`src/rtl/tx_frame_sequencer.sv`:
```
// Frame-level controller for the 802.11a transmitter: pulses start, waits out the header
// fields, then streams PSDU bits LSB first, six tail zeros and pad zeros to a symbol boundary.
module tx_frame_sequencer #(
  parameter int HEADER_CYCLES = 139,
  parameter int N_DBPS        = 24,
  parameter int MAX_LENGTH    = 4095
) (
  input  logic        clk_i,
  input  logic        rst_i,
  input  logic        request_i,
  input  logic [11:0] length_i,
  output logic        busy_o,
  output logic        start_o,
  input  logic [7:0]  byte_i,
  input  logic        byte_valid_i,
  output logic        byte_ready_o,
  output logic        data_bit_o,
  output logic        data_valid_o,
  output logic        done_o,
  output logic        error_o,
  output logic        underrun_o
);
  typedef enum logic [2:0] {IDLE, START, HEADER, DATA, TAIL, PAD, DONE} state_t;

  localparam logic [7:0]  HdrLast = 8'(HEADER_CYCLES - 2);
  localparam logic [7:0]  CWrap   = 8'(N_DBPS - 1);
  localparam logic [7:0]  CInit   = 8'(16 % N_DBPS);
  localparam logic [12:0] MaxLen  = 13'(MAX_LENGTH);

  state_t      state_q, state_d;
  logic [11:0] len_q, len_d;
  logic [11:0] fetched_q, fetched_d;
  logic [11:0] sent_q, sent_d;
  logic [7:0]  hdr_cnt_q, hdr_cnt_d;
  logic [2:0]  bit_q, bit_d;
  logic [2:0]  tail_q, tail_d;
  logic [7:0]  c_q, c_d;
  logic [6:0]  sh_q, sh_d;
  logic [7:0]  buf_q, buf_d;
  logic        buf_full_q, buf_full_d;
  logic        underrun_q, underrun_d;
  logic        error_q, error_d;

  logic        len_ok;
  logic        reload;
  logic        xfer;
  logic [7:0]  c_inc;

  assign len_ok = (length_i != 12'd0) && ({1'b0, length_i} <= MaxLen);
  assign reload = (state_q == DATA) && (bit_q == 3'd0);
  assign c_inc  = (c_q == CWrap) ? 8'd0 : c_q + 8'd1;

  // The reload cycle is excluded so a late byte can never land on a slot already substituted.
  assign byte_ready_o = ((state_q == HEADER) || ((state_q == DATA) && (bit_q != 3'd0)))
                        && !buf_full_q && (fetched_q < len_q);
  assign xfer = byte_ready_o && byte_valid_i;

  assign busy_o       = (state_q != IDLE) && (state_q != DONE);
  assign start_o      = (state_q == START);
  assign done_o       = (state_q == DONE);
  assign data_valid_o = (state_q == DATA) || (state_q == TAIL) || (state_q == PAD);
  assign error_o      = error_q;
  assign underrun_o   = underrun_q;

  // Bit 0 of each byte comes straight from the holding register; an empty buffer reads as zero.
  always_comb begin
    data_bit_o = 1'b0;
    if (state_q == DATA) begin
      if (bit_q == 3'd0) data_bit_o = buf_full_q & buf_q[0];
      else               data_bit_o = sh_q[0];
    end
  end

  always_comb begin
    state_d    = state_q;
    len_d      = len_q;
    fetched_d  = fetched_q;
    sent_d     = sent_q;
    hdr_cnt_d  = hdr_cnt_q;
    bit_d      = bit_q;
    tail_d     = tail_q;
    c_d        = c_q;
    sh_d       = sh_q;
    buf_d      = buf_q;
    buf_full_d = buf_full_q;
    underrun_d = underrun_q;
    error_d    = 1'b0;

    if (xfer) begin
      buf_d      = byte_i;
      buf_full_d = 1'b1;
      fetched_d  = fetched_q + 12'd1;
    end

    case (state_q)
      IDLE: begin
        if (request_i) begin
          if (len_ok) begin
            state_d    = START;
            len_d      = length_i;
            fetched_d  = 12'd0;
            sent_d     = 12'd0;
            buf_full_d = 1'b0;
            underrun_d = 1'b0;
          end else begin
            error_d = 1'b1;
          end
        end
      end
      START: begin
        state_d   = HEADER;
        hdr_cnt_d = 8'd0;
        bit_d     = 3'd0;
        tail_d    = 3'd0;
        c_d       = CInit;
      end
      HEADER: begin
        if (hdr_cnt_q == HdrLast) state_d = DATA;
        else                      hdr_cnt_d = hdr_cnt_q + 8'd1;
      end
      DATA: begin
        c_d   = c_inc;
        bit_d = bit_q + 3'd1;
        if (reload) begin
          if (buf_full_q) begin
            sh_d       = buf_q[7:1];
            buf_full_d = 1'b0;
          end else begin
            // Missing byte: send zeros in its slot and keep frame timing intact.
            sh_d       = 7'd0;
            underrun_d = 1'b1;
            fetched_d  = fetched_q + 12'd1;
          end
        end else begin
          sh_d = {1'b0, sh_q[6:1]};
        end
        if (bit_q == 3'd7) begin
          sent_d = sent_q + 12'd1;
          if (sent_q == len_q - 12'd1) state_d = TAIL;
        end
      end
      TAIL: begin
        c_d    = c_inc;
        tail_d = tail_q + 3'd1;
        if (tail_q == 3'd5) state_d = (c_inc == 8'd0) ? DONE : PAD;
      end
      PAD: begin
        c_d = c_inc;
        if (c_q == CWrap) state_d = DONE;
      end
      DONE: begin
        state_d = IDLE;
      end
      default: begin
        state_d = IDLE;
      end
    endcase
  end

  always_ff @(posedge clk_i or posedge rst_i) begin
    if (rst_i) begin
      state_q    <= IDLE;
      len_q      <= 12'd0;
      fetched_q  <= 12'd0;
      sent_q     <= 12'd0;
      hdr_cnt_q  <= 8'd0;
      bit_q      <= 3'd0;
      tail_q     <= 3'd0;
      c_q        <= 8'd0;
      sh_q       <= 7'd0;
      buf_q      <= 8'd0;
      buf_full_q <= 1'b0;
      underrun_q <= 1'b0;
      error_q    <= 1'b0;
    end else begin
      state_q    <= state_d;
      len_q      <= len_d;
      fetched_q  <= fetched_d;
      sent_q     <= sent_d;
      hdr_cnt_q  <= hdr_cnt_d;
      bit_q      <= bit_d;
      tail_q     <= tail_d;
      c_q        <= c_d;
      sh_q       <= sh_d;
      buf_q      <= buf_d;
      buf_full_q <= buf_full_d;
      underrun_q <= underrun_d;
      error_q    <= error_d;
    end
  end

endmodule

```
`config.mk`:
```
export PLATFORM = sky130hd
export DESIGN_NAME = tx_frame_sequencer
export DESIGN_NICKNAME = d
export VERILOG_FILES = /design/src/rtl/tx_frame_sequencer.sv
export SDC_FILE = /design/constraint.sdc
export NUM_CORES = 1
export LEC_CHECK = 0
export CAP_MARGIN = 20
export CORE_MARGIN = 3
export CORE_UTILIZATION = 40
export DETAILED_ROUTE_END_ITERATION = 12
export HOLD_SLACK_MARGIN = 0.08
export PLACE_DENSITY = 0.57
export SYNTH_ARGS = -nofsm -noshare
export SYNTH_HDL_FRONTEND = slang
export SYNTH_SLANG_ARGS = --single-unit
```
`constraint.sdc`:
```
create_clock -name clk_i -period 7.5 [get_ports clk_i]
set_clock_uncertainty 0.05 [all_clocks]
set_input_delay 1.125 -clock clk_i [delete_from_list [all_inputs] [get_ports clk_i]]
set_output_delay 1.125 -clock clk_i [all_outputs]
set_load 0.05 [all_outputs]
```
==> results of run 1 <==
[routing by layer]
metal,routed length (um),vias to the layer above,part of all wire,global-route usage
met3,396,20,0.035,0.0303
met4,250,0,0.022,0.0766
met1,5420,1950,0.47,0.260
met2,5380,74,0.47,0.292
li1,-,2015,-,-
met5,0,-,0,0
[power groups by stage]
stage | registers [mW] | logic [mW] | clock network, mW
finish | 0.481 | 0.118 | 0.545
global route | 0.485 | 0.134 | 0.574
CTS | 0.481 | 0.117 | 0.556
detailed placement | 0.489 | 0.116 | 0
global placement | 0.489 | 0.115 | 0
floorplan | 0.479 | 0.0862 | 0
[logic make-up (layout without fill, tap and decap cells)]
logic type / count (synthesis) / count (layout)
multiplexers: 9 / 9
adder cells (fa/ha/maj): 26 / 26
AO/OA/AOI/OAI: 129 / 129
buffers and inverters: 53 / 82
AND/OR/NAND/NOR: 226 / 226
flip-flops: 79 / 79
XOR/XNOR: 29 / 29
[worst max-delay path: stages (launching register included)]
cell and delay, ps:
dfrtp_1 890, nor4b_1 330, o211ai_1 130, a221oi_1 290
o21a_1 220, clkdlybuf4s50_1 810
[synth_stat cells, types with 6 or more instances]
| cell type | count |
|---|---|
| dfrtp_1 | 79 |
| nand2_1 | 66 |
| nor2_1 | 57 |
| o21ai_0 | 37 |
| inv_1 | 28 |
| a21oi_1 | 27 |
| ha_1 | 22 |
| and3_1 | 20 |
| xor2_1 | 17 |
| clkbuf_1 | 15 |
| nor3_1 | 15 |
| nand3_1 | 14 |
| xnor2_1 | 12 |
| a31oi_1 | 11 |
| a211o_1 | 9 |
| nand2b_1 | 9 |
| mux2_2 | 8 |
| nand4_1 | 8 |
| a21o_1 | 6 |
| buf_2 | 6 |
| nor4_1 | 6 |
[sequential cells by signal, summed over array words and instances, names as in the netlist]
name,count
fetched_q,12
tail_q,3
sh_q,7
c_q,8
hdr_cnt_q,8
buf_full_q,1
len_q,12
error_o,1
buf_q,8
bit_q,3
underrun_o,1
sent_q,12
state_q,3
[final cells by class]
cell class	count	area share
Multi-Input combinational cell	419	0.468
Sequential cell	79	0.350
Timing Repair Buffer	37	0.0664
Clock buffer	11	0.0412
Tap cell	143	0.0317
Clock inverter	5	0.0228
Inverter	29	0.0195
[worst max path at each step]
stage          startpoint           end  slack [ps]
3_5_place_dp   state_q[1]    data_bit_o        3660
4_1_cts        state_q[1]    data_bit_o        3270
6_report       state_q[1]  byte_ready_o        3310
2_1_floorplan       rst_i      bit_q[0]        4300
5_1_grt        state_q[1]    data_bit_o        2960
3_3_place_gp   state_q[1]  byte_ready_o        3660
[per-stage QoR]
stage	hold WS [ps]	area (um^2)	utilization	total power [mW]
2_1_floorplan	400	4840	-	0.565
6_report	431	5650	0.486	1.14
3_3_place_gp	413	5260	0.453	0.603
3_5_place_dp	422	5260	0.453	0.605
4_1_cts	436	5620	0.484	1.15
5_1_grt	470	5650	0.486	1.19
==> run_summary.xml, run 1 <==
<?xml version="1.0" encoding="UTF-8"?>
<metrics>
  <group name="clock_network">
    <metric name="postCtsHoldBufs" unit="">0</metric>
    <metric name="worst_skew_pair_latency" unit="ps">350</metric>
    <metric name="cts_root_buf" unit="">clkbuf_16</metric>
    <metric name="tritoncts" unit="">built</metric>
    <metric name="post-cts-setup-buffers" unit="">0</metric>
    <metric name="ctsHtreeMaxLevel" unit="">3</metric>
    <metric name="cts.reportedPaths.clkPinSlew" unit="ps">60</metric>
    <metric name="post_cts_resize_count" unit="">0</metric>
    <metric name="clock-sinks" unit="">79</metric>
    <metric name="clock_buffer_count_from_cts" unit="">9</metric>
    <metric name="clockBufferDepth" unit="">2</metric>
  </group>
  <group name="die">
    <metric name="rows" unit="">39</metric>
    <metric name="die_area" unit="mm^2">0.0135</metric>
    <metric name="core_area" unit="mm^2">0.0116</metric>
    <metric name="die-width" unit="um">116</metric>
    <metric name="start_util" unit="">0.417</metric>
    <metric name="die_y" unit="um">116</metric>
    <metric name="io_pins" unit="">32</metric>
  </group>
  <group name="timing">
    <metric name="tightest_slew" unit="ps">850</metric>
    <metric name="timing.max_slew.rel_slack" unit="">0.433</metric>
    <metric name="grt_setup_unrepaired" unit="">false</metric>
    <metric name="fin_crit_sh" unit="">0.559</metric>
    <metric name="timing.fmax" unit="GHz">0.239</metric>
    <metric name="number_of_pins_exceeding_their_max_slew_limit_in_the_final_report" unit="">0</metric>
    <metric name="finalSetupTns" unit="ps">0</metric>
    <metric name="fin_worst_setup_slack" unit="ps">3310</metric>
    <metric name="final-setup-viol-count" unit="">0</metric>
    <metric name="hold_viol" unit="">0</metric>
    <metric name="min_period" unit="ps">4190</metric>
  </group>
  <group name="routing">
    <metric name="drt_iter0_drc" unit="">254</metric>
    <metric name="routed_via_density" unit="">5.61</metric>
    <metric name="vias" unit="">4059</metric>
    <metric name="dr.pass1.iters" unit="">5</metric>
    <metric name="remaining_number_of_nets_flagged_by_the_antenna_check_after_routing" unit="">0</metric>
    <metric name="remaining_drc_errors" unit="">0</metric>
    <metric name="detail_route.wl_per_cell" unit="um">15.8</metric>
    <metric name="wl" unit="um">11400</metric>
  </group>
  <group name="cells_and_area">
    <metric name="nets" unit="">621</metric>
    <metric name="layout.area.seq" unit="mm^2">0.00198</metric>
    <metric name="finalNonFillerCells" unit="">723</metric>
    <metric name="area.growth.synth_to_final" unit="%">16.8</metric>
    <metric name="drive_gt1_frac" unit="">0.0690</metric>
    <metric name="fill_cells" unit="">1117</metric>
    <metric name="mostFrequentLayoutCells" unit="">79 x dfrtp_1, 66 x nand2_1, 56 x nor2_1, 37 x o21ai_0, 31 x clkdlybuf4s50_1</metric>
    <metric name="final_common_cell" unit="">dfrtp_1</metric>
    <metric name="area_occupied_by_multi_input_gates" unit="mm^2">0.00265</metric>
    <metric name="number_of_inserted_diodes" unit="">0</metric>
  </group>
  <group name="synthesis">
    <metric name="netlist_area" unit="mm^2">0.00484</metric>
    <metric name="synth_area_leader_cell" unit="">dfrtp_1</metric>
    <metric name="synth_xor_xnor_area_share" unit="">0.0525</metric>
    <metric name="seq_area_frac_synth" unit="">0.409</metric>
    <metric name="synthesized_instance_count" unit="">551</metric>
    <metric name="area_fraction_in_compound_gates_after_synthesis" unit="">0.175</metric>
    <metric name="post_synth_and_or_nand_nor_area_fraction" unit="">0.233</metric>
    <metric name="synth-edff-count" unit="">0</metric>
    <metric name="synth_ff_type" unit="">dfrtp_1</metric>
    <metric name="netlist.area_leader.share" unit="">0.409</metric>
    <metric name="yosys_warnings" unit="">0</metric>
    <metric name="synth_fp_nets" unit="">597</metric>
    <metric name="synth.area.mux_share" unit="">0.0207</metric>
    <metric name="avgSynthCellArea" unit="um^2">8.78</metric>
    <metric name="main_combinational_cell_family_by_area_after_synthesis" unit="">simple AND/OR/NAND/NOR gates</metric>
    <metric name="postSynthRegisterBits" unit="">79</metric>
    <metric name="synth_area_leaders" unit="">dfrtp_1 41%, ha_1 5.7%, nand2_1 5.1%, nor2_1 4.4%, o21ai_0 3.8%</metric>
    <metric name="synth.lib_cells_used.distinct" unit="">63</metric>
    <metric name="yosys.area_share.adder" unit="">0.0652</metric>
    <metric name="synthArstFlopShare" unit="">1.00</metric>
  </group>
  <group name="worst_setup_path">
    <metric name="origin_of_the_critical_flop_to_flop_path" unit="">state_q[1]</metric>
    <metric name="timing.rr.end" unit="">fetched_q[5]</metric>
    <metric name="crit_path_max_fanout" unit="">29</metric>
    <metric name="cp.arrival" unit="ps">3010</metric>
    <metric name="worst_setup_path_start_kind" unit="">register</metric>
    <metric name="path_class" unit="">reg -&gt; out</metric>
    <metric name="r2r_cells" unit="">8</metric>
    <metric name="cp_data_required_time" unit="ps">6320</metric>
    <metric name="timing.critical_path.to_type" unit="">primary output</metric>
    <metric name="rrSetupSlack" unit="ps">4160</metric>
  </group>
  <group name="power_and_ir_drop">
    <metric name="power.density" unit="mW/mm^2">203</metric>
    <metric name="irDropWorstVdd" unit="uV">92.6</metric>
    <metric name="power_leakage" unit="nW">2.38</metric>
    <metric name="power.share.combinational" unit="">0.103</metric>
    <metric name="power.share.sequential" unit="">0.421</metric>
    <metric name="p_int" unit="mW">0.877</metric>
    <metric name="netsw" unit="mW">0.267</metric>
    <metric name="power.clock.fraction" unit="">0.476</metric>
    <metric name="p_sw_frac" unit="">0.233</metric>
  </group>
  <group name="worst_hold_path">
    <metric name="worstHoldStart" unit="">sh_q[4]</metric>
    <metric name="min_path_type" unit="">reg -&gt; reg</metric>
    <metric name="hold_path_depth" unit="">2</metric>
    <metric name="hold_end" unit="">sh_q[4]</metric>
  </group>
  <group name="global_routing">
    <metric name="largest_net_degree_at_the_start_of_global_routing" unit="">80</metric>
    <metric name="grt_remaining_overflow" unit="">0</metric>
    <metric name="grt_antenna_before_repair" unit="">0</metric>
    <metric name="via_count_of_the_first_global_routing_pass" unit="">3978</metric>
    <metric name="wire_length_of_the_first_global_routing_pass" unit="um">20000</metric>
    <metric name="aggregate_global_route_resource_usage" unit="">0.187</metric>
  </group>
  <group name="placed_design">
    <metric name="place.detailed.instances" unit="">706</metric>
    <metric name="gp_congestion" unit="">0.853</metric>
    <metric name="dp_hpwl" unit="um">7840</metric>
    <metric name="dp_slack" unit="ps">3660</metric>
    <metric name="io_buffer_count" unit="">31</metric>
  </group>
  <group name="outcome">
    <metric name="outcome" unit="">finished, final reports clean</metric>
  </group>
  <group name="flow_run">
    <metric name="drv.max_cap_violation_count" unit="">0</metric>
  </group>
</metrics>
Power figures use the tool's default switching activity.
==> run 2, diff against run 1 <==
PLACE_DENSITY = 0.59   (was 0.57)
clock period = 3.5 ns   (was 7.5 ns; I/O delays follow)
==> run 2 against run 1 <==
Compared with the run above: cell count is 0.55% higher; combinational power is 110% higher; utilization is 0.15 points lower; worst hold slack better by 5.5 ps; non-clock buffer count is 4 higher; register-to-register slack worse by 3500 ps; critical path depth is 2 lower; flip-flop and latch count stayed put; die area stayed put; via count is 0.34% higher; critical endpoint is now start_o; largest cell class unchanged.
==> run_summary.xml, run 2 (synthesis results as in run 1) <==
<?xml version="1.0" encoding="UTF-8"?>
<metrics>
  <group name="worst_hold_path">
    <metric name="hold_path_depth" unit="">2</metric>
    <metric name="worstHoldStart" unit="">sh_q[0]</metric>
    <metric name="hold_end" unit="">sh_q[0]</metric>
    <metric name="min_path_type" unit="">reg -&gt; reg</metric>
  </group>
  <group name="routing">
    <metric name="vias" unit="">4073</metric>
    <metric name="drt_iter0_drc" unit="">293</metric>
    <metric name="detail_route.wl_per_cell" unit="um">16.0</metric>
    <metric name="remaining_number_of_nets_flagged_by_the_antenna_check_after_routing" unit="">0</metric>
    <metric name="routed_via_density" unit="">5.60</metric>
    <metric name="wl" unit="um">11600</metric>
    <metric name="remaining_drc_errors" unit="">0</metric>
    <metric name="dr.pass1.iters" unit="">4</metric>
  </group>
  <group name="power_and_ir_drop">
    <metric name="power.share.sequential" unit="">0.448</metric>
    <metric name="irDropWorstVdd" unit="uV">286</metric>
    <metric name="netsw" unit="mW">0.552</metric>
    <metric name="power.density" unit="mW/mm^2">409</metric>
    <metric name="p_sw_frac" unit="">0.240</metric>
    <metric name="power.share.combinational" unit="">0.107</metric>
    <metric name="finalPower" unit="mW">2.30</metric>
    <metric name="power_leakage" unit="nW">2.37</metric>
    <metric name="p_int" unit="mW">1.75</metric>
    <metric name="power.clock.fraction" unit="">0.444</metric>
  </group>
  <group name="global_routing">
    <metric name="via_count_of_the_first_global_routing_pass" unit="">3837</metric>
    <metric name="aggregate_global_route_resource_usage" unit="">0.186</metric>
    <metric name="grt_antenna_before_repair" unit="">0</metric>
    <metric name="grt_remaining_overflow" unit="">0</metric>
    <metric name="wire_length_of_the_first_global_routing_pass" unit="um">19600</metric>
    <metric name="largest_net_degree_at_the_start_of_global_routing" unit="">47</metric>
  </group>
  <group name="timing">
    <metric name="grt_setup_unrepaired" unit="">false</metric>
    <metric name="tightest_slew" unit="ps">819</metric>
    <metric name="timing.fmax" unit="GHz">0.310</metric>
    <metric name="min_period" unit="ps">3230</metric>
    <metric name="final-setup-viol-count" unit="">0</metric>
    <metric name="finalSetupTns" unit="ps">0</metric>
    <metric name="number_of_pins_exceeding_their_max_slew_limit_in_the_final_report" unit="">0</metric>
    <metric name="fin_crit_sh" unit="">0.922</metric>
    <metric name="holdWs" unit="ps">436</metric>
    <metric name="hold_viol" unit="">0</metric>
    <metric name="timing.max_slew.rel_slack" unit="">0.453</metric>
    <metric name="fin_worst_setup_slack" unit="ps">272</metric>
  </group>
  <group name="clock_network">
    <metric name="cts.reportedPaths.clkPinSlew" unit="ps">60</metric>
    <metric name="clock-sinks" unit="">79</metric>
    <metric name="post_cts_resize_count" unit="">0</metric>
    <metric name="post-cts-setup-buffers" unit="">0</metric>
    <metric name="tritoncts" unit="">built</metric>
    <metric name="clock_buffer_count_from_cts" unit="">9</metric>
    <metric name="clockBufferDepth" unit="">2</metric>
    <metric name="worst_skew_pair_latency" unit="ps">340</metric>
    <metric name="postCtsHoldBufs" unit="">0</metric>
    <metric name="ctsHtreeMaxLevel" unit="">3</metric>
    <metric name="cts_root_buf" unit="">clkbuf_16</metric>
  </group>
  <group name="worst_setup_path">
    <metric name="timing.rr.end" unit="">len_q[11]</metric>
    <metric name="critical-path-top-delay-family" unit="">buffers and inverters</metric>
    <metric name="critical_path.max_stage_delay" unit="ps">890</metric>
    <metric name="rrSetupSlack" unit="ps">620</metric>
    <metric name="r2r_cells" unit="">8</metric>
    <metric name="path_cells" unit="">nand2b_1 &gt; nor2_1 &gt; clkdlybuf4s50_1</metric>
    <metric name="cp_data_required_time" unit="ps">2920</metric>
    <metric name="cp.arrival" unit="ps">2650</metric>
    <metric name="critical_path_buf_inv_count" unit="">1</metric>
    <metric name="origin_of_the_critical_flop_to_flop_path" unit="">state_q[0]</metric>
    <metric name="timing.critical_path.to_type" unit="">primary output</metric>
    <metric name="critPathSlowestCell" unit="">clkdlybuf4s50_1</metric>
    <metric name="worst_setup_path_start_kind" unit="">register</metric>
    <metric name="crit_path_max_fanout" unit="">18</metric>
    <metric name="path_class" unit="">reg -&gt; out</metric>
  </group>
  <group name="die">
    <metric name="die_area" unit="mm^2">0.0135</metric>
    <metric name="rows" unit="">39</metric>
    <metric name="die-width" unit="um">116</metric>
    <metric name="core_area" unit="mm^2">0.0116</metric>
    <metric name="die_y" unit="um">116</metric>
    <metric name="start_util" unit="">0.417</metric>
    <metric name="io_pins" unit="">32</metric>
  </group>
  <group name="placed_design">
    <metric name="place.detailed.instances" unit="">711</metric>
    <metric name="placed_cell_area" unit="mm^2">0.00531</metric>
    <metric name="gp_congestion" unit="">0.840</metric>
    <metric name="io_buffer_count" unit="">31</metric>
    <metric name="dp_slack" unit="ps">613</metric>
    <metric name="dp_hpwl" unit="um">8360</metric>
  </group>
  <group name="cells_and_area">
    <metric name="area.growth.synth_to_final" unit="%">16.4</metric>
    <metric name="mostFrequentLayoutCells" unit="">79 x dfrtp_1, 66 x nand2_1, 56 x nor2_1, 37 x o21ai_0, 30 x clkdlybuf4s50_1</metric>
    <metric name="final_common_cell" unit="">dfrtp_1</metric>
    <metric name="number_of_inserted_diodes" unit="">0</metric>
    <metric name="nets" unit="">625</metric>
    <metric name="final_area" unit="mm^2">0.00563</metric>
    <metric name="reg_top3" unit="">fetched_q x12, len_q x12, sent_q x12</metric>
    <metric name="drive_gt1_frac" unit="">0.0788</metric>
    <metric name="final_core_utilization" unit="">0.485</metric>
    <metric name="finalNonFillerCells" unit="">727</metric>
  </group>
  <group name="flow_run">
    <metric name="drv.max_cap_violation_count" unit="">0</metric>
  </group>
  <group name="outcome">
    <metric name="outcome" unit="">finished, final reports clean</metric>
  </group>
</metrics>
-- run 2: cell types whose count changed in the layout (fill, tap and decap cells not counted), sizes merged --
| cell | change |
|---|---|
| bufinv | -2 |
| clkinvlp | +1 |
| clkdlybuf4s50 | -1 |
| inv | -1 |
| clkinv | +2 |
| buf | +5 |
-- run 2: tightest hold or removal path, delay by kind of cell, from the launching register on --
kind	cells	cell delay (ps)
AOI/OAI and AO/OA	1	60
DFF	1	340
and+or+nand+nor	1	50
-- run 2: how the worst max path moves through the flow --
stage / start / depth (start not counted) / end / slack [ps]
after floorplan: rst_i / 1 / bit_q[0] / 900
after global placement: length_i[4] / 9 / len_q[11] / 660
after detailed placement: length_i[4] / 9 / len_q[11] / 610
after CTS: state_q[0] / 3 / start_o / 230
after global routing: state_q[0] / 3 / start_o / 40
final: state_q[0] / 3 / start_o / 270
-- run 2: area by class of cell --
cell class / count / area, um^2
Sequential cell: 79 / 1980
Timing Repair Buffer: 41 / 395
Clock inverter: 5 / 81.3
Fill cell: 1110 / 5980
Multi-Input combinational cell: 419 / 2650
Inverter: 29 / 110
Clock buffer: 11 / 243
Tap cell: 143 / 179
-- run 2: per-layer routing --
metal / share of wire / vias up / track usage
li1: - / 2024 / -
met1: 0.47 / 1966 / 0.254
met2: 0.48 / 77 / 0.291
met3: 0.041 / 6 / 0.0501
met4: 0.0085 / 0 / 0.0503
met5: 0 / - / 0
-- run 2: power by group through the flow --
stage               clock network, mW  logic, mW  registers (mW)
floorplan                           0      0.185            1.03
global placement                    0      0.245            1.05
global route                     1.10      0.281            1.04
detailed placement                  0      0.252            1.05
finish                           1.02      0.247            1.03
CTS                              1.05      0.252            1.03
